## src/rtl/shift_reg_prog.sv

```systemverilog
// shift_reg_prog: programmable-depth, stallable delay line carrying a valid
// bit alongside each data word. The output is a combinational tap into the
// stage array, so no extra output latency is added.
module shift_reg_prog #(
  parameter int D_WIDTH    = 8,
  parameter int MAX_TAPE   = 16,
  parameter int TAP_W      = 5,
  parameter int RESET_DATA = 1
) (
  input  logic               i_clk,
  input  logic               i_srst,
  input  logic               i_en,
  input  logic               i_flush,
  input  logic [TAP_W-1:0]   i_tap,
  input  logic               i_valid,
  input  logic [D_WIDTH-1:0] i_d,
  output logic               o_valid,
  output logic [D_WIDTH-1:0] o_q,
  output logic [TAP_W-1:0]   o_tap
);

  localparam logic [TAP_W-1:0] MAX_TAP_L = TAP_W'(MAX_TAPE);
  localparam logic [TAP_W-1:0] ONE_TAP_L = TAP_W'(1);

  logic [D_WIDTH-1:0] r_d [MAX_TAPE];
  logic [MAX_TAPE-1:0] r_v;
  logic [TAP_W-1:0]   r_tap;

  logic [TAP_W-1:0]   w_tap_clamped;
  logic [D_WIDTH-1:0] w_q;
  logic               w_v;

  // Clamp the requested depth into the physical range 1..MAX_TAPE.
  always_comb begin
    w_tap_clamped = i_tap;
    if (i_tap == '0) begin
      w_tap_clamped = ONE_TAP_L;
    end else if (i_tap > MAX_TAP_L) begin
      w_tap_clamped = MAX_TAP_L;
    end
  end

  // Tap register: loads only on enabled edges so a stall freezes it too.
  always_ff @(posedge i_clk) begin
    if (i_srst) begin
      r_tap <= ONE_TAP_L;
    end else if (i_en) begin
      r_tap <= w_tap_clamped;
    end
  end

  // Valid bits: reset and flush both clear; flush beats the shift.
  always_ff @(posedge i_clk) begin
    if (i_srst || i_flush) begin
      r_v <= '0;
    end else if (i_en) begin
      r_v[0] <= i_valid;
      for (int k = 1; k < MAX_TAPE; k++) begin
        r_v[k] <= r_v[k-1];
      end
    end
  end

  // Data stages: cleared on reset/flush only when RESET_DATA is set,
  // otherwise they hold across reset/flush and only the valid bits drop.
  generate
    if (RESET_DATA != 0) begin : g_rst_data
      // Shift data, zeroing all stages on reset or flush.
      always_ff @(posedge i_clk) begin
        if (i_srst || i_flush) begin
          for (int k = 0; k < MAX_TAPE; k++) begin
            r_d[k] <= '0;
          end
        end else if (i_en) begin
          r_d[0] <= i_d;
          for (int k = 1; k < MAX_TAPE; k++) begin
            r_d[k] <= r_d[k-1];
          end
        end
      end
    end else begin : g_hold_data
      // Shift data; reset and flush suppress the shift but keep contents.
      always_ff @(posedge i_clk) begin
        if (!i_srst && !i_flush && i_en) begin
          r_d[0] <= i_d;
          for (int k = 1; k < MAX_TAPE; k++) begin
            r_d[k] <= r_d[k-1];
          end
        end
      end
    end
  endgenerate

  // Select stage r_tap-1; compare-based mux avoids index width games.
  always_comb begin
    w_q = '0;
    w_v = 1'b0;
    for (int k = 0; k < MAX_TAPE; k++) begin
      if (r_tap == TAP_W'(k + 1)) begin
        w_q = r_d[k];
        w_v = r_v[k];
      end
    end
  end

  assign o_q     = w_q;
  assign o_valid = w_v;
  assign o_tap   = r_tap;

endmodule

```

## config.mk

```make
export PLATFORM = sky130hd
export DESIGN_NAME = shift_reg_prog
export DESIGN_NICKNAME = d
export VERILOG_FILES = /design/src/rtl/shift_reg_prog.sv
export SDC_FILE = /design/constraint.sdc
export NUM_CORES = 1
export LEC_CHECK = 0
export ABC_AREA = 1
export ABC_CLOCK_PERIOD_IN_PS = 9520
export BUFFER_PORTS_ARGS = -buffer_cell sky130_fd_sc_hd__buf_4
export CAP_MARGIN = 20
export CORE_AREA = 10 10 128 130
export DETAILED_ROUTE_END_ITERATION = 8
export DIE_AREA = 0 0 138 140
export PLACE_DENSITY = 0.66
export RECOVER_POWER = 50
export SLEW_MARGIN = 0
export SYNTH_ARGS = -nofsm -noshare
export SYNTH_HDL_FRONTEND = slang
export SYNTH_SLANG_ARGS = --single-unit
```

## constraint.sdc

```tcl
create_clock -name i_clk -period 9.52 [get_ports i_clk]
set_input_delay 0.952 -clock i_clk [delete_from_list [all_inputs] [get_ports i_clk]]
set_output_delay 0.952 -clock i_clk [all_outputs]
set_load 0.1 [all_outputs]
```

# Yosys cells after proc, flatten, opt, wreduce, memory -nomap -nowiden
# Memory sizes are Yosys's and may differ from the RTL's.
# Cells that the tools add are included.
[totals] reg_bits=21 ram_bits=128 input_bits=18 output_inout_bits=14 elab_cells=93 n_memories=1
[classes] magnitude_cmp=1 n_eq_ne=16 muxes=55 n_bitwise=16 n_reduce_logical=2
[mem_list] name="r_d" depth=16 width=8 rd=16 rd_clocked_by_memory_dff=0 write_ports=16 line_no="25" text="logic [D_WIDTH-1:0] r_d [MAX_TAPE];"
[ops] op="2-to-1 mux 8 bit" count=32
[ops] op="== test 5 x 4 -> 1 bit, second input constant" count=8
[ops] op="2-to-1 mux 1 bit" count=21
[ops] op="== test 5 x 3 -> 1 bit, second input constant" count=4
[ops] op="OR 1 bit" count=16
[ops] op="== test 5 x 2 -> 1 bit, second input constant" count=2
[ops] op="2-to-1 mux 5 bit" count=2
[ops] op="== test 5 x 1 -> 1 bit, second input constant" count=1
[ops] op="== test 5 bit, second input constant" count=1
[ops] op="> comparator 5 bit, second input constant" count=1
[ops] op="logical NOT 5 bit" count=1
[ops] op="logical OR 1 bit" count=1

# Logic depth before layout (Yosys ltp)
# Gate-level depths: netlist of the first run.
[logic_depth] word_depth=17 ltp_mapped=13 mapped_depth_nobuf=13

# Worst setup path after synthesis of the first run
# OpenSTA, ideal clock, no wires.
[synth_path] path_type="input to register" from="input port i_en" to="memory r_d[0][0], enable pin" setup_time_ns=0.542 t_arrival_ns=4.983 required_ns=8.978 setup_slack_ns=3.995 cell_stages=3 path_buffers=1 cell_sequence="clkinv_1 -> nand2_1 -> clkbuf_1"
[synth_lines] element="start, declared" line_no="12" text="input logic i_en,"
[synth_lines] element="end, declared" line_no="25"

==> results.cfg, run 1 <==
[clocking]
insertion_delay_ns = 0.42
cts_hold_buf = 0
post-cts-setup-buffers = 0
numCtsBuffers = 17
cts.clk_slew.worst_paths_ns = 0.06
cts_buffer_depth = 2
post_cts_resized = 0
cts_root_buf = clkbuf_16
cts_tree = yes
h-tree-depth = 4
cts_sinks = 149

[critical_path]
criticalPathCategory = input port to flip-flop
cpPeakStageDelay_ns = 2.79
cp_cell_sequence = clkbuf_1 -> nor2_1 -> nand2_2 -> clkbuf_1 -> nor2_1
cp_max_fo = 95
worstSetupStartpointType = input port
required_ns = 9.53
end_kind = flip-flop
arrival_ns = 4.40
critPathSlowestCell = clkbuf_1

[grt]
grt_pass1_wl_um = 22800
grt_pass1_vias = 4743
grt_max_degree = 96
grt-ovfl-total = 0
antenna_found_initial = 0
grt_usage = 0.143

[sta]
rsz0062_at_grt = false
maxSlewViolCount = 209
setup_tns_ns = 0
fin_crit_sh = 0.461
timing_hold_violations_final = 0
fmax_mhz = 228
setup_ws_ns = 5.13
max-slew-margin-rel = -1.67
finalCriticalPeriod_ns = 4.39
fin_worst_skew_ns = 0.00536
finalSetupViolations = 0
tightestPinTransition_ns = 4.00

[floorplanning]
rows = 43
core_area_mm2 = 0.0138
io_pins = 32
die_y_um = 140
dieWidth_um = 138
initial_core_util = 0.495
die_area_mm2 = 0.0193

[outcome]
violations = capacitance limit, slew limit
outcome = finished with violations

[drt]
dr.first_iter.drc_count = 404
vias = 4821
drt_wl_total_um = 13400
ant_nets = 0
drt-pass1-iter-count = 5
vias_per_cell = 4.93
drc = 0
detail_route.wl_per_cell_um = 13.7

[pwr]
max-vdd-ir-drop_mv = 0.141
p_total_w = 0.00159
p_per_area_mw_per_mm2 = 203
p_leak_nw = 3.01

[synthesis]
yosysSeqAreaShare = 0.625
avgSynthCellArea_um2 = 9.03
syn-num-nets = 773
syn_area_mm2 = 0.00682
synth_cells = 755
yosysUniqueCellTypes = 26
yosysWarnings = 0
ys_seq_elements = 149

[flow_run]
maxCapViolCount = 3

[place]
gp_congestion = 0.789
dp.cells = 948
pre_cts_slack_ns = 5.92
port_buffers = 31
place_hpwl_um = 8760

[hold_path]
hp-class = flip-flop to flip-flop

[finish]
final_common_cell = inv_1
syn2layout_area_growth_pct = 15.0
seqCellArea_mm2 = 0.00426
final_nets = 805
final_cell_mix = inv_1, nand2_1, nor2_1
layout.cells.non_filler = 978
antenna_cells = 0
drive_gt1_frac = 0.0902
multi_input_area_mm2 = 0.00184
fill_cells = 1253
==> Yosys cell counts, drive strengths merged <==
cell,count,area (um2)
nand2,159,607
o21ai,9,45.0
a211oi,1,7.51
o211ai,16,120
clkinv,5,18.8
edfxtp,128,3840
nor2,158,628
dfxtp,21,420
nand4,30,188
nand3,12,60.1
inv,164,616
a21oi,13,65.1
buf,6,30.0
o22ai,14,87.6
o31ai,1,7.51
nor3,3,20.0
clkbuf,15,56.3
==> per-stage QoR <==
stage | utilization | cell area [um2] | hold slack (ns)
2_1_floorplan | - | 6820 | 0.453
3_3_place_gp | 0.525 | 7220 | 0.474
3_5_place_dp | 0.525 | 7220 | 0.485
4_1_cts | 0.571 | 7860 | 0.494
5_1_grt | 0.569 | 7840 | 0.524
6_report | 0.569 | 7840 | 0.492
==> state kept, by name (all words and copies together) (netlist names) <==
| register | cells |
|---|---|
| o_tap | 5 |
| r_v | 16 |
| r_d | 128 |
==> final cells by class <==
cell class              count  area share
well taps                 180      0.0287
inverters                 169      0.0809
multi-input cells         416       0.234
flip-flops and latches    149       0.544
clock buffers              18      0.0547
repair buffers             34      0.0306
clock inverters            12      0.0268
==> report_power, final <==
group,leakage (nW),switching [W],internal (W)
Combinational,1.04,0.0000877,0.0000264
Sequential,1.66,0.0000156,0.000735
Clock,0.310,0.000243,0.000484
==> logic make-up (layout without fill, tap and decap cells) <==
group                  Yosys count  in the layout  share of synthesized area
AOI/OAI and AO/OA               54             54                     0.0488
and+or+nand+nor                362            362                      0.220
DFF                            149            149                      0.625
buffers and inverters          190            233                      0.106
==> routing by layer <==
layer | GRT usage | share of wire | routed length [um] | vias to the layer above
li1 | - | - | - | 2453
met1 | 0.175 | 0.44 | 5970 | 2267
met2 | 0.237 | 0.51 | 6810 | 86
met3 | 0.0368 | 0.037 | 496 | 15
met4 | 0.0533 | 0.011 | 150 | 0
met5 | 0 | 0 | 0 | -
==> critical path, delay by kind of cell <==
| family | cells | cell delay, ns |
|---|---|---|
| and+or+nand+nor | 3 | 0.35 |
| buffers and inverters | 2 | 3.02 |
==> worst paths after layout <==
kind                               start         end  slack (ns)  cells after the start
worst max-delay path              i_srst  r_d[0][42]        5.13                      5
worst min-delay path              r_v[9]     r_v[10]        0.49                      2
worst max register to register  o_tap[0]    o_tap[0]        8.24                      2
worst min register to register    r_v[9]     r_v[10]        0.49                      2
Note: power is estimated with default switching activity, not from simulation.
==> run 2, diff against run 1 <==
--- a/config.mk
+++ b/config.mk
@@ -5,14 +5,14 @@
 export SDC_FILE = /design/constraint.sdc
 export NUM_CORES = 1
 export LEC_CHECK = 0
-export ABC_AREA = 1
-export ABC_CLOCK_PERIOD_IN_PS = 9520
+export ABC_AREA = 0
+export ABC_CLOCK_PERIOD_IN_PS = 3600
 export BUFFER_PORTS_ARGS = -buffer_cell sky130_fd_sc_hd__buf_4
 export CAP_MARGIN = 20
-export CORE_AREA = 10 10 128 130
+export CORE_AREA = 10 10 132 134
 export DETAILED_ROUTE_END_ITERATION = 8
-export DIE_AREA = 0 0 138 140
-export PLACE_DENSITY = 0.66
+export DIE_AREA = 0 0 142 144
+export PLACE_DENSITY = 0.68
 export RECOVER_POWER = 50
 export SLEW_MARGIN = 0
 export SYNTH_ARGS = -nofsm -noshare
==> constraint.sdc (replaced) <==
create_clock -name i_clk -period 3.6 [get_ports i_clk]
set_input_delay 0.36 -clock i_clk [delete_from_list [all_inputs] [get_ports i_clk]]
set_output_delay 0.36 -clock i_clk [all_outputs]
set_load 0.1 [all_outputs]
==> run 2 against run 1 <==
Effect of this change:
- largest power group unchanged
- cell count down 15%
- the run still ends with capacitance limit, slew limit left
- global-route usage up 2.4 points
- clock skew up 0.0016 ns
- die area up 5.8%
- critical endpoint is now o_q[7]
- synthesized cell count down 18%
==> results.cfg, run 2 <==
[clocking]
insertion_delay_ns = 0.42
post_cts_resized = 0
cts_buffer_depth = 2
numCtsBuffers = 17
cts_root_buf = clkbuf_16
cts_hold_buf = 0
cts.clk_slew.worst_paths_ns = 0.06
h-tree-depth = 4
cts_sinks = 149
cts_tree = yes
post-cts-setup-buffers = 0

[grt]
grt_pass1_wl_um = 26800
grt_max_degree = 124
antenna_found_initial = 0
grt_pass1_vias = 5002
grt-ovfl-total = 0
grt_usage = 0.167

[sta]
rsz0062_at_grt = false
fin_crit_sh = 0.920
fin_worst_skew_ns = 0.00695
tightestPinTransition_ns = 1.96
finalCriticalPeriod_ns = 3.31
timing_hold_violations_final = 0
fmax_mhz = 302
finalSetupViolations = 0
maxSlewViolCount = 124
whs_ns = 0.183
max-slew-margin-rel = -0.307

[critical_path]
reg2regPathDepth = 2
arrival_ns = 2.95
path_delay_family = simple AND/OR/NAND/NOR gates
crit_start = o_tap[2]
cpPeakStageDelay_ns = 0.60
critPathCapture = o_q[7]
reg2reg_setup_slack_ns = 2.29
path_depth = 7
cp_max_fo = 16
worstSetupStartpointType = flip-flop
r2r-start = o_tap[4]
cp_common_cell = buf_4
end_kind = primary output
criticalPathCategory = flip-flop to primary output
cp_cell_sequence = nor3_1 -> buf_4 -> nand3_1 -> a22oi_1 -> nor2_1 -> o32ai_4 -> buf_4
required_ns = 3.24
critPathSlowestCell = nor3_1
crit_buf_inv = 2
r2r-end = o_tap[4]

[hold_path]
hp-class = input port to flip-flop

[floorplanning]
core_area_mm2 = 0.0149
io_pins = 32
dieWidth_um = 142
die_area_mm2 = 0.0204
initial_core_util = 0.487
rows = 45
die_y_um = 144

[synthesis]
synth_area_leaders = edfxtp_1, and3_1, dfxtp_1
yosysUniqueCellTypes = 63
yosysTopAreaCellShare = 0.531
avgSynthCellArea_um2 = 11.7
yosysSeqAreaShare = 0.589
synthArstFlopShare = 0
yosysMostFrequentCell = edfxtp_1
ys_seq_elements = 149
synthFlopType = edfxtp_1
syn-num-nets = 637
synth_cells = 619
synth_common_cells = edfxtp_1, and3_1, and2_1, o21ai_0, nor2_1
syn_area_mm2 = 0.00724
synth-edff-count = 128
yosysWarnings = 0
synth_top_cell_by_area = edfxtp_1

[drt]
ant_nets = 0
dr.first_iter.drc_count = 535
drc = 0
drt-pass1-iter-count = 5
detail_route.wl_per_cell_um = 20.5
vias_per_cell = 6.14
drt_wl_total_um = 17100
vias = 5117

[finish]
final_common_cell = edfxtp_1
antenna_cells = 0
drive_gt1_frac = 0.166
final_cell_mix = edfxtp_1, and3_1, o21ai_0, buf_4, and2_1
top_register = r_d
largest_register_ffs = 128
final_nets = 651
syn2layout_area_growth_pct = 12.9

[pwr]
p_leak_nw = 3.35
max-vdd-ir-drop_mv = 0.308
p_total_w = 0.00407
p_per_area_mw_per_mm2 = 498

[flow_run]
maxCapViolCount = 1

[outcome]
violations = capacitance limit, slew limit
outcome = finished with violations

[place]
gp_congestion = 0.945
place_hpwl_um = 11500
port_buffers = 31
## run 2: worst min path at each step
| stage | startpoint | to | slack (ns) | depth (start not counted) |
|---|---|---|---|---|
| 2_1_floorplan | i_srst | o_tap[1] | 0.43 | 1 |
| 3_3_place_gp | r_v[9] | r_v[9] | 0.50 | 2 |
| 3_5_place_dp | r_v[10] | r_v[10] | 0.53 | 2 |
| 4_1_cts | i_srst | o_tap[3] | 0.16 | 2 |
| 5_1_grt | i_tap[3] | o_tap[3] | 0.18 | 3 |
| 6_report | i_valid | r_v[0] | 0.18 | 3 |
## run 2: logic make-up (layout without fill, tap and decap cells)
kind of cell           count (synthesis)  in the layout  share of synthesized area
AOI/OAI and AO/OA                    133            133                      0.123
muxes                                 22             22                     0.0311
DFF                                  149            149                      0.589
buffers and inverters                 58             85                     0.0420
and+or+nand+nor                      257            257                      0.215
## run 2: power by group
part	leakage [nW]	internal, W	total [W]	switching, W
Combinational	1.40	0.000112	0.000393	0.000280
Clock	0.286	0.00102	0.00168	0.000664
Sequential	1.66	0.00194	0.00200	0.0000548
## run 2: per-stage QoR
step | setup WS [ns] | instance area [um2] | setup TNS, ns | utilization | cells
finish | 0.289 | 8170 | 0 | 0.550 | 834
global route | 0.113 | 8170 | 0 | 0.550 | 834
CTS | 0.304 | 8190 | 0 | 0.551 | 834
detailed placement | 0.746 | 7620 | 0 | 0.513 | 802
global placement | 0.818 | 7620 | 0 | 0.513 | 802
floorplan | -0.0370 | 7290 | -0.0370 | - | 619
## run 2: worst register-to-register path, stage by stage (launching register included)
cell,delay [ns]
dfxtp_1,0.97
mux2i_1,0.16
nor2_1,0.12
## run 2: layer usage
metal	wire (um)	vias to the layer above	part of all wire	global-route usage
met4	269	0	0.016	0.0662
met3	1000	25	0.059	0.0449
met5	0	-	0	0
li1	-	2387	-	-
met2	8430	181	0.49	0.264
met1	7380	2524	0.43	0.213
## run 2: layout make-up
cell class | instances | area [um2]
fill | 1264 | 6690
clock inverter | 6 | 37.5
multi-input combinational | 412 | 2730
timing repair buffer | 45 | 344
tap | 188 | 235
clock buffer | 26 | 532
sequential | 149 | 4260
inverter | 8 | 30.0
